**config.mk**
```make
export PLATFORM = sky130hd
export DESIGN_NAME = lcd_write_sequencer
export DESIGN_NICKNAME = d
export VERILOG_FILES = /design/src/rtl/lcd_write_sequencer.sv
export SDC_FILE = /design/constraint.sdc
export NUM_CORES = 1
export LEC_CHECK = 0
export ABC_CLOCK_PERIOD_IN_PS = 2800
export CAP_MARGIN = 10
export CORE_ASPECT_RATIO = 1.2
export CORE_MARGIN = 3
export CORE_UTILIZATION = 40
export DETAILED_ROUTE_END_ITERATION = 8
export SYNTH_ARGS = -nofsm -noshare
export SYNTH_HDL_FRONTEND = slang
export SYNTH_SLANG_ARGS = --single-unit
```
**constraint.sdc**
```tcl
create_clock -name clk_clk -period 2.8 [get_ports clk_clk]
set_input_delay 0.28 -clock clk_clk [delete_from_list [all_inputs] [get_ports clk_clk]]
set_output_delay 0.28 -clock clk_clk [all_outputs]
set_load 0.02 [all_outputs]
```
**src/rtl/lcd_write_sequencer.sv**
```systemverilog
// Write-only HD44780 8-bit sequencer: setup / enable / hold / exec timing per byte.
// Define LCD_POWERUP_INIT_EN to run the power-up wait and 6-entry init ROM after reset.
`timescale 1ns/1ps

module lcd_write_sequencer #(
    parameter int unsigned T_SETUP_CYC = 2,
    parameter int unsigned T_EN_CYC    = 12,
    parameter int unsigned T_HOLD_CYC  = 2,
    parameter int unsigned T_EXEC_CYC  = 2000,
    parameter int unsigned T_LONG_CYC  = 82000,
    parameter int unsigned T_PWRUP_CYC = 750000
) (
    input  logic        clk_clk,
    input  logic        reset_reset,
    input  logic        cmd_valid,
    output logic        cmd_ready,
    input  logic        cmd_rs,
    input  logic [7:0]  cmd_data,
    output logic        busy,
    output logic        init_done,
    output logic [10:0] lcd_wire_export
);

    // state      | meaning
    // PWRUP      | post-reset wait before the first init write
    // INIT_LOAD  | latch init ROM entry idx as an instruction
    // SETUP      | RS/DATA driven, EN low
    // PULSE      | EN high
    // HOLD       | EN low, RS/DATA unchanged
    // EXEC       | LCD execution delay (long for clear/home)
    // IDLE       | ready for the next byte, bus holds last write

    localparam int unsigned MAX_A   = (T_SETUP_CYC > T_EN_CYC) ? T_SETUP_CYC : T_EN_CYC;
    localparam int unsigned MAX_B   = (T_HOLD_CYC > T_EXEC_CYC) ? T_HOLD_CYC : T_EXEC_CYC;
    localparam int unsigned MAX_C   = (T_LONG_CYC > T_PWRUP_CYC) ? T_LONG_CYC : T_PWRUP_CYC;
    localparam int unsigned MAX_AB  = (MAX_A > MAX_B) ? MAX_A : MAX_B;
    localparam int unsigned MAX_CYC = (MAX_AB > MAX_C) ? MAX_AB : MAX_C;
    localparam int          CNT_W   = $clog2(MAX_CYC) + 1;

    localparam logic [CNT_W-1:0] LD_SETUP = CNT_W'(T_SETUP_CYC - 1);
    localparam logic [CNT_W-1:0] LD_EN    = CNT_W'(T_EN_CYC - 1);
    localparam logic [CNT_W-1:0] LD_HOLD  = CNT_W'(T_HOLD_CYC - 1);
    localparam logic [CNT_W-1:0] LD_EXEC  = CNT_W'(T_EXEC_CYC - 1);
    localparam logic [CNT_W-1:0] LD_LONG  = CNT_W'(T_LONG_CYC - 1);
    localparam logic [CNT_W-1:0] CNT_ONE  = CNT_W'(1);

`ifdef LCD_POWERUP_INIT_EN
    localparam logic [2:0] S_PWRUP     = 3'd0;
    localparam logic [2:0] S_INIT_LOAD = 3'd1;
    localparam logic [CNT_W-1:0] LD_PWRUP = CNT_W'(T_PWRUP_CYC - 1);
`endif
    localparam logic [2:0] S_SETUP = 3'd2;
    localparam logic [2:0] S_PULSE = 3'd3;
    localparam logic [2:0] S_HOLD  = 3'd4;
    localparam logic [2:0] S_EXEC  = 3'd5;
    localparam logic [2:0] S_IDLE  = 3'd6;

    logic [2:0]       state_q, state_d;
    logic [CNT_W-1:0] cnt_q, cnt_d;
    logic             rs_q, rs_d;
    logic [7:0]       data_q, data_d;
    logic             cnt_zero;
    logic             long_wait;

`ifdef LCD_POWERUP_INIT_EN
    logic [2:0] idx_q, idx_d;
    logic       init_done_q, init_done_d;

    function automatic logic [7:0] init_rom(input logic [2:0] i);
        case (i)
            3'd0, 3'd1, 3'd2: init_rom = 8'h38;
            3'd3:             init_rom = 8'h0C;
            3'd4:             init_rom = 8'h01;
            default:          init_rom = 8'h06;
        endcase
    endfunction
`endif

    assign cnt_zero = (cnt_q == '0);

    always_comb begin
        long_wait = !rs_q && (data_q == 8'h01 || data_q == 8'h02 || data_q == 8'h03);
`ifdef LCD_POWERUP_INIT_EN
        // the first function-set after power-up needs the long settle time
        if (!init_done_q && idx_q == 3'd0) long_wait = 1'b1;
`endif
    end

    always_comb begin
        state_d = state_q;
        cnt_d   = cnt_zero ? cnt_q : cnt_q - CNT_ONE;
        rs_d    = rs_q;
        data_d  = data_q;
`ifdef LCD_POWERUP_INIT_EN
        idx_d       = idx_q;
        init_done_d = init_done_q;
`endif
        case (state_q)
`ifdef LCD_POWERUP_INIT_EN
            S_PWRUP: if (cnt_zero) state_d = S_INIT_LOAD;
            S_INIT_LOAD: begin
                rs_d    = 1'b0;
                data_d  = init_rom(idx_q);
                cnt_d   = LD_SETUP;
                state_d = S_SETUP;
            end
`endif
            S_IDLE: begin
                if (cmd_valid) begin
                    rs_d    = cmd_rs;
                    data_d  = cmd_data;
                    cnt_d   = LD_SETUP;
                    state_d = S_SETUP;
                end
            end
            S_SETUP: if (cnt_zero) begin
                cnt_d   = LD_EN;
                state_d = S_PULSE;
            end
            S_PULSE: if (cnt_zero) begin
                cnt_d   = LD_HOLD;
                state_d = S_HOLD;
            end
            S_HOLD: if (cnt_zero) begin
                cnt_d   = long_wait ? LD_LONG : LD_EXEC;
                state_d = S_EXEC;
            end
            S_EXEC: if (cnt_zero) begin
                state_d = S_IDLE;
`ifdef LCD_POWERUP_INIT_EN
                if (!init_done_q) begin
                    if (idx_q == 3'd5) begin
                        init_done_d = 1'b1;
                    end else begin
                        idx_d   = idx_q + 3'd1;
                        state_d = S_INIT_LOAD;
                    end
                end
`endif
            end
            default: state_d = S_IDLE;
        endcase
    end

    always_ff @(posedge clk_clk) begin
        if (reset_reset) begin
`ifdef LCD_POWERUP_INIT_EN
            state_q     <= S_PWRUP;
            cnt_q       <= LD_PWRUP;
            idx_q       <= 3'd0;
            init_done_q <= 1'b0;
`else
            state_q     <= S_IDLE;
            cnt_q       <= '0;
`endif
            rs_q        <= 1'b0;
            data_q      <= 8'h00;
        end else begin
            state_q     <= state_d;
            cnt_q       <= cnt_d;
            rs_q        <= rs_d;
            data_q      <= data_d;
`ifdef LCD_POWERUP_INIT_EN
            idx_q       <= idx_d;
            init_done_q <= init_done_d;
`endif
        end
    end

`ifdef LCD_POWERUP_INIT_EN
    assign init_done = init_done_q;
`else
    assign init_done = 1'b1;
`endif
    assign cmd_ready       = (state_q == S_IDLE);
    assign busy            = !cmd_ready;
    assign lcd_wire_export = {state_q == S_PULSE, 1'b0, rs_q, data_q};

endmodule

```
==> out/qor.txt, run 1 <==
status: finished clean
CTS-repair resized insts: 0
Critical Path Start Type: flop
die width: 66.5 um
yosys warns: 0
Pleak: 0.846 nW
postcts setup bufs: 0
Synth area leaders: dfxtp_1, nand2_1, nor2_1
worst clock skew: 0.00943 ns
Core ar.: 4070 um^2
cell area after layout: 2130 um^2
Initial DRT Pass Iterations: 4
Initial Utilization: 0.431
hold_sp: data_q[1]$_SDFFE_PP0P_
commonest non-fill, non-tap cells in the layout: dfxtp_1, nand2_1, clkdlybuf4s50_1, nor2_1, a21oi_1
global route total overflow: 0
layout cells sized above 1: 0.0798
placed wire-length estimate: 2.92 mm
Register-to-Register Path Depth: 10
Hold EP: data_q[1]$_SDFFE_PP0P_
Syn Area/Cell: 8.12 um^2
post-synthesis sequential area ratio: 0.377
Clk pwr share: 0.174
clock tree root driver cell: clkbuf_8
clock sinks: 33
PwrDens: 1240 nW/um^2
Comb power frac: 0.542
EDFF count, synth: 0
share of the synthesized area in the top cell type: 0.377
maximum clock insertion buffer count: 2
Crit Path Category: reg -> reg
HP Class: reg -> reg
register-to-register setup slack: 0.33 ns
peak supply drop: 435 uV
Worst-path clk slew: 0.07 ns
DR vias: 1,581
fmax: 405 MHz
H-tree Lvls: 2
total power: 0.00266 W
die area: 5220 um^2
fin crit period: 2.47 ns
drt drc: 0
# port buffers: 23
Mapped Area: 1750 um^2
Max-Cap Viols: 0
Row Count: 25
total internal power: 0.00154 W
routed wire length: 3.97 mm
Post-synth ARST share: 0
largest net degree at the start of global routing: 16
most common flop cell mapped by yosys: dfxtp_1
I/O pin total: 26
switching pwr: 0.00111 W
final period utilization: 0.881
required time worst endpoint: 3.00 ns
dpl cell area: 2010 um^2
CTS tree: yes
nets@finish: 252
Gate Count Post-Synth: 216
Iter 0 DRT Violations: 111
first-pass GRT wire length: 7.27 mm
CTS Hold Bufs: 0
Reg power frac: 0.283
gr usage total: 0.177
CP endpoint kind: flop
RR Endpoint: cnt_q[0]$_SDFF_PP0_
Die Y: 78.5 um
final setup vio count: 0
post-route ant nets: 0
reg2reg start: cnt_q[1]$_SDFF_PP0_
Mapped Nets: 231
RSZ-0062 raised after global routing: false
final hold violations: 0
CTS Buf Count: 5
gpl congestion: 0.881
Seq cells post-synth: 33
Crit Path Max Fanout: 5
# diodes: 0
routed vias/inst: 5.41
Net Sw Frac: 0.419
WP data arrival: 2.67 ns
most common cell after layout, fill and taps aside: dfxtp_1
Pins Over Slew Limit: 0
Hold Path Depth: 2
routed len/inst: 13.6 um
Yosys top cell by area: dfxtp_1
clock latency on the worst-skew pair: 0.28 ns
aggregate negative setup slack: 0 ns
initial antenna violation count: 0
vias in the first global route: 1,574
Synth-to-Final Area Change: 21.6%
Synth cell types: 47
==> routing by layer <==
metal,global-route usage,wire [um],vias to the layer above
li1,-,-,803
met1,0.223,1790,726
met2,0.288,1930,44
met3,0.0472,185,8
met4,0.0610,66,0
met5,0,0,-
==> synthesized netlist by cell type (all sizes together), types with 2 or more instances <==
| cell | instances |
|---|---|
| clkbuf | 7 |
| o41ai | 2 |
| ha | 3 |
| xor2 | 5 |
| nand3 | 7 |
| or3b | 2 |
| nand2 | 28 |
| inv | 5 |
| nor2b | 2 |
| nand3b | 3 |
| o21ai | 6 |
| a211oi | 5 |
| a21oi | 15 |
| mux2i | 3 |
| or3 | 5 |
| o31a | 2 |
| nor3 | 9 |
| conb | 2 |
| a21o | 3 |
| dfxtp | 33 |
| xnor2 | 6 |
| or4 | 6 |
| buf | 8 |
| nor4 | 5 |
| nor2 | 22 |
| nand2b | 3 |
| o211a | 2 |
| a31oi | 2 |
| and2 | 2 |
==> worst max-delay path by stage <==
stage | from | endpoint | slack (ns) | cells after the start
6_report | cnt_q[1]$_SDFF_PP0_ | cnt_q[0]$_SDFF_PP0_ | 0.33 | 10
5_1_grt | cnt_q[1]$_SDFF_PP0_ | cnt_q[0]$_SDFF_PP0_ | 0.08 | 10
4_1_cts | cnt_q[1]$_SDFF_PP0_ | cnt_q[0]$_SDFF_PP0_ | 0.25 | 10
3_5_place_dp | cnt_q[1]$_SDFF_PP0_ | cnt_q[0]$_SDFF_PP0_ | 0.29 | 10
3_3_place_gp | cnt_q[1]$_SDFF_PP0_ | cnt_q[0]$_SDFF_PP0_ | 0.33 | 10
2_1_floorplan | cnt_q[1]$_SDFF_PP0_ | cnt_q[0]$_SDFF_PP0_ | 0.52 | 10
==> cell type report <==
class / instances / area, um^2
clock inverters: 1 / 30.0
flip-flops and latches: 33 / 661
fillers: 391 / 1930
well taps: 54 / 67.6
multi-input cells: 163 / 995
clock buffers: 7 / 86.3
inverters: 5 / 18.8
repair buffers: 29 / 275
==> registers in the layout, summed over array words and instances, names as in the netlist <==
name and flops:
state_q 3, rs_q 1, cnt_q 21, data_q 8
==> worst max-delay path, stage by stage, from the launching register on <==
cell and delay, ns:
dfxtp_1 0.34, inv_1 0.08, ha_1 0.13, or4b_2 0.64, nor2_2 0.19, nand3_1 0.16, ha_1 0.35, nor2_1 0.05
a211oi_1 0.22, a21oi_1 0.06, nor3_1 0.16
==> through the flow <==
step / hold slack (ns) / cells / worst slack (ns) / utilization
6_report: 0.474 / 292 / 0.333 / 0.525
5_1_grt: 0.503 / 292 / 0.0821 / 0.525
4_1_cts: 0.477 / 292 / 0.251 / 0.524
3_5_place_dp: 0.467 / 284 / 0.291 / 0.495
3_3_place_gp: 0.458 / 284 / 0.330 / 0.495
2_1_floorplan: 0.359 / 216 / 0.524 / -
==> power groups by stage <==
stage                     Sequential [W]  Clock (W)  Combinational [W]
after floorplan                 0.000723          0            0.00116
after global placement          0.000760          0            0.00144
after detailed placement        0.000759          0            0.00142
after CTS                       0.000749   0.000477            0.00144
after global routing            0.000777   0.000492            0.00165
final                           0.000753   0.000462            0.00144
==> cells by family after synthesis <==
group | count (synthesis) | synth area share
AND/OR/NAND/NOR | 98 | 0.289
AO/OA/AOI/OAI | 45 | 0.173
flip-flops | 33 | 0.377
buffers and inverters | 20 | 0.0578
XOR/XNOR | 11 | 0.0549
multiplexers | 4 | 0.0235
adder cells (fa/ha/maj) | 3 | 0.0214
other | 2 | 0.00428
(Power assumes the default switching activity.)
==> inputs of run 2 (changes only) <==
- CAP_MARGIN: 10 -> not set
- CORE_MARGIN: 3 -> not set
==> run 2 against run 1 <==
Effect of this change:
- clock-buffer cell count stayed put
- flip-flop and latch count stayed put
- sequential share of layout area unchanged
- critical path type unchanged
- clock skew fell by 0.0030 ns
- non-clock buffer count rose by 2
==> out/qor.txt, run 2 (same netlist as run 1, synthesis figures left out) <==
maximum clock insertion buffer count: 2 (unchanged)
required time worst endpoint: 3.01 ns (about the same)
postcts setup bufs: 0 (unchanged)
initial antenna violation count: 0 (unchanged)
clock tree root driver cell: clkbuf_8
HP Class: reg -> reg
critical path, cell by cell: inv_1 -> ha_1 -> or4b_2 -> nor2_1 -> nand3_1 -> ha_1 -> nor2_1 -> a211oi_1 -> a21oi_1 -> nor3_1
total internal power: 0.00151 W (-2.0%)
gr usage total: 0.187 (+0.00934)
gpl congestion: 0.814 (-7.6%)
Critical Path Start Type: flop
CTS Buf Count: 5 (unchanged)
Synth-to-Final Area Change: 21.6% (unchanged)
final period utilization: 0.913 (+0.0318)
global route total overflow: 0 (unchanged)
post-route ant nets: 0 (unchanged)
CP peak stage delay: 0.62 ns (-0.02 ns)
Core ar.: 4230 um^2 (+4.0%)
Crit Path Category: reg -> reg
aggregate negative setup slack: 0 ns (unchanged)
routed len/inst: 13.3 um (-2.4%)
Reg power frac: 0.284 (about the same)
hold_sp: data_q[7]$_SDFFE_PP0P_
Clk pwr share: 0.152 (-0.022)
status: finished clean
RR Endpoint: cnt_q[0]$_SDFF_PP0_
die width: 62.5 um (-6.0%)
clock latency on the worst-skew pair: 0.29 ns (about the same)
nets@finish: 254 (+0.79%)
drt drc: 0 (unchanged)
final setup vio count: 0 (unchanged)
routed vias/inst: 5.33 (-1.5%)
Crit Path Max Fanout: 5 (unchanged)
vias in the first global route: 1,461 (-7.2%)
fmax: 391 MHz (-3.5%)
Net Sw Frac: 0.427 (+0.00771)
Die Y: 74.5 um (-5.1%)
register-to-register setup slack: 0.24 ns (-0.09 ns)
Register-to-Register Path Depth: 10 (unchanged)
Iter 0 DRT Violations: 49 (-56%)
Max-Cap Viols: 0 (unchanged)
Pleak: 0.851 nW (+0.61%)
CP endpoint kind: flop
Hold EP: data_q[7]$_SDFFE_PP0P_
Comb power frac: 0.564 (+0.022)
CTS-repair resized insts: 0 (unchanged)
Row Count: 26 (+4.0%)
Hold Path Depth: 2 (unchanged)
# port buffers: 23 (unchanged)
Initial Utilization: 0.415 (-0.0166)
WP data arrival: 2.76 ns (+0.09 ns)
CTS Hold Bufs: 0 (unchanged)
Pins Over Slew Limit: 0 (unchanged)
H-tree Lvls: 2 (unchanged)
reg2reg start: cnt_q[1]$_SDFF_PP0_
clock sinks: 33 (unchanged)
final hold violations: 0 (unchanged)
setup ws final: 0.244 ns (-0.0890 ns)
I/O pin total: 26 (unchanged)
most common cell after layout, fill and taps aside: dfxtp_1
DR vias: 1,579 (-0.13%)
Placement Setup Slack: 0.272 ns (-0.0191 ns)
die area: 4660 um^2 (-11%)
most flop-heavy register: cnt_q
CTS tree: yes
commonest non-fill, non-tap cells in the layout: dfxtp_1, nand2_1, clkdlybuf4s50_1, nor2_1, a21oi_1
layout cells sized above 1: 0.0875 (+0.00767)
RSZ-0062 raised after global routing: false
placed wire-length estimate: 2.82 mm (-3.3%)
# diodes: 0 (unchanged)
first-pass GRT wire length: 6.69 mm (-8.0%)
Util after Layout: 0.504 (-0.0202)
Slowest-stage cell, CP: or4b_2
Worst-path clk slew: 0.07 ns (about the same)
fin crit period: 2.56 ns (+0.0890 ns)
switching pwr: 0.00113 W (+1.2%)
Initial DRT Pass Iterations: 4 (unchanged)
largest net degree at the start of global routing: 15 (-1)
max FFs per register: 21 (unchanged)
peak supply drop: 519 uV (+19%)
PwrDens: 1240 nW/um^2 (-0.65%)
routed wire length: 3.93 mm (-1.1%)
worst clock skew: 0.00639 ns (-0.00305 ns)
top flop regs: cnt_q: 21 flops, data_q: 8 flops, state_q: 3 flops
[run 2: worst max path at each step]
stage               slack [ns]                  end           startpoint
floorplan                 0.52  cnt_q[0]$_SDFF_PP0_  cnt_q[1]$_SDFF_PP0_
global placement          0.37  cnt_q[0]$_SDFF_PP0_  cnt_q[1]$_SDFF_PP0_
detailed placement        0.27  cnt_q[0]$_SDFF_PP0_  cnt_q[1]$_SDFF_PP0_
CTS                       0.24  cnt_q[0]$_SDFF_PP0_  cnt_q[1]$_SDFF_PP0_
global route              0.08  cnt_q[0]$_SDFF_PP0_  cnt_q[1]$_SDFF_PP0_
finish                    0.24  cnt_q[0]$_SDFF_PP0_  cnt_q[1]$_SDFF_PP0_
[run 2: metal layers]
| metal | global-route usage | wire length, um |
|---|---|---|
| met4 | 0.101 | 70 |
| met2 | 0.304 | 1790 |
| met1 | 0.230 | 1880 |
| met5 | 0 | 0 |
| met3 | 0.0445 | 184 |
[run 2: through the flow]
stage | area, um^2 | hold slack, ns | std cells | power, W
3_3_place_gp | 2030 | 0.463 | 288 | 0.00225
4_1_cts | 2130 | 0.480 | 296 | 0.00265
5_1_grt | 2130 | 0.493 | 296 | 0.00285
6_report | 2130 | 0.475 | 296 | 0.00264
2_1_floorplan | 1750 | 0.359 | 216 | 0.00188
3_5_place_dp | 2030 | 0.467 | 288 | 0.00223
[run 2: layout make-up]
class | count | area (um^2)
Fill cell | 427 | 2100
Multi-Input combinational cell | 163 | 992
Sequential cell | 33 | 661
Timing Repair Buffer | 31 | 290
Clock buffer | 7 | 96.3
Tap cell | 56 | 70.1
Inverter | 5 | 18.8
Clock inverter | 1 | 5.00
[run 2: power groups by stage]
stage	combinational [W]	sequential, W	clock (W)
3_3_place_gp	0.00149	0.000760	0
3_5_place_dp	0.00148	0.000754	0
5_1_grt	0.00165	0.000773	0.000426
4_1_cts	0.00149	0.000747	0.000409
2_1_floorplan	0.00116	0.000723	0
6_report	0.00149	0.000750	0.000400
[run 2: critical path: cells and delay by family (launching register included)]
family	cells	cell delay (ns)
AO/OA/AOI/OAI	2	0.29
adder cells (fa/ha/maj)	2	0.48
buffers and inverters	1	0.08
flip-flops	1	0.34
AND/OR/NAND/NOR	5	1.29
==> inputs of run 3 (changes only) <==
- HOLD_SLACK_MARGIN: not set -> 0.1
==> results of run 3 <==
Same layout as run 2: the final DEF is identical, and so are final timing and power.
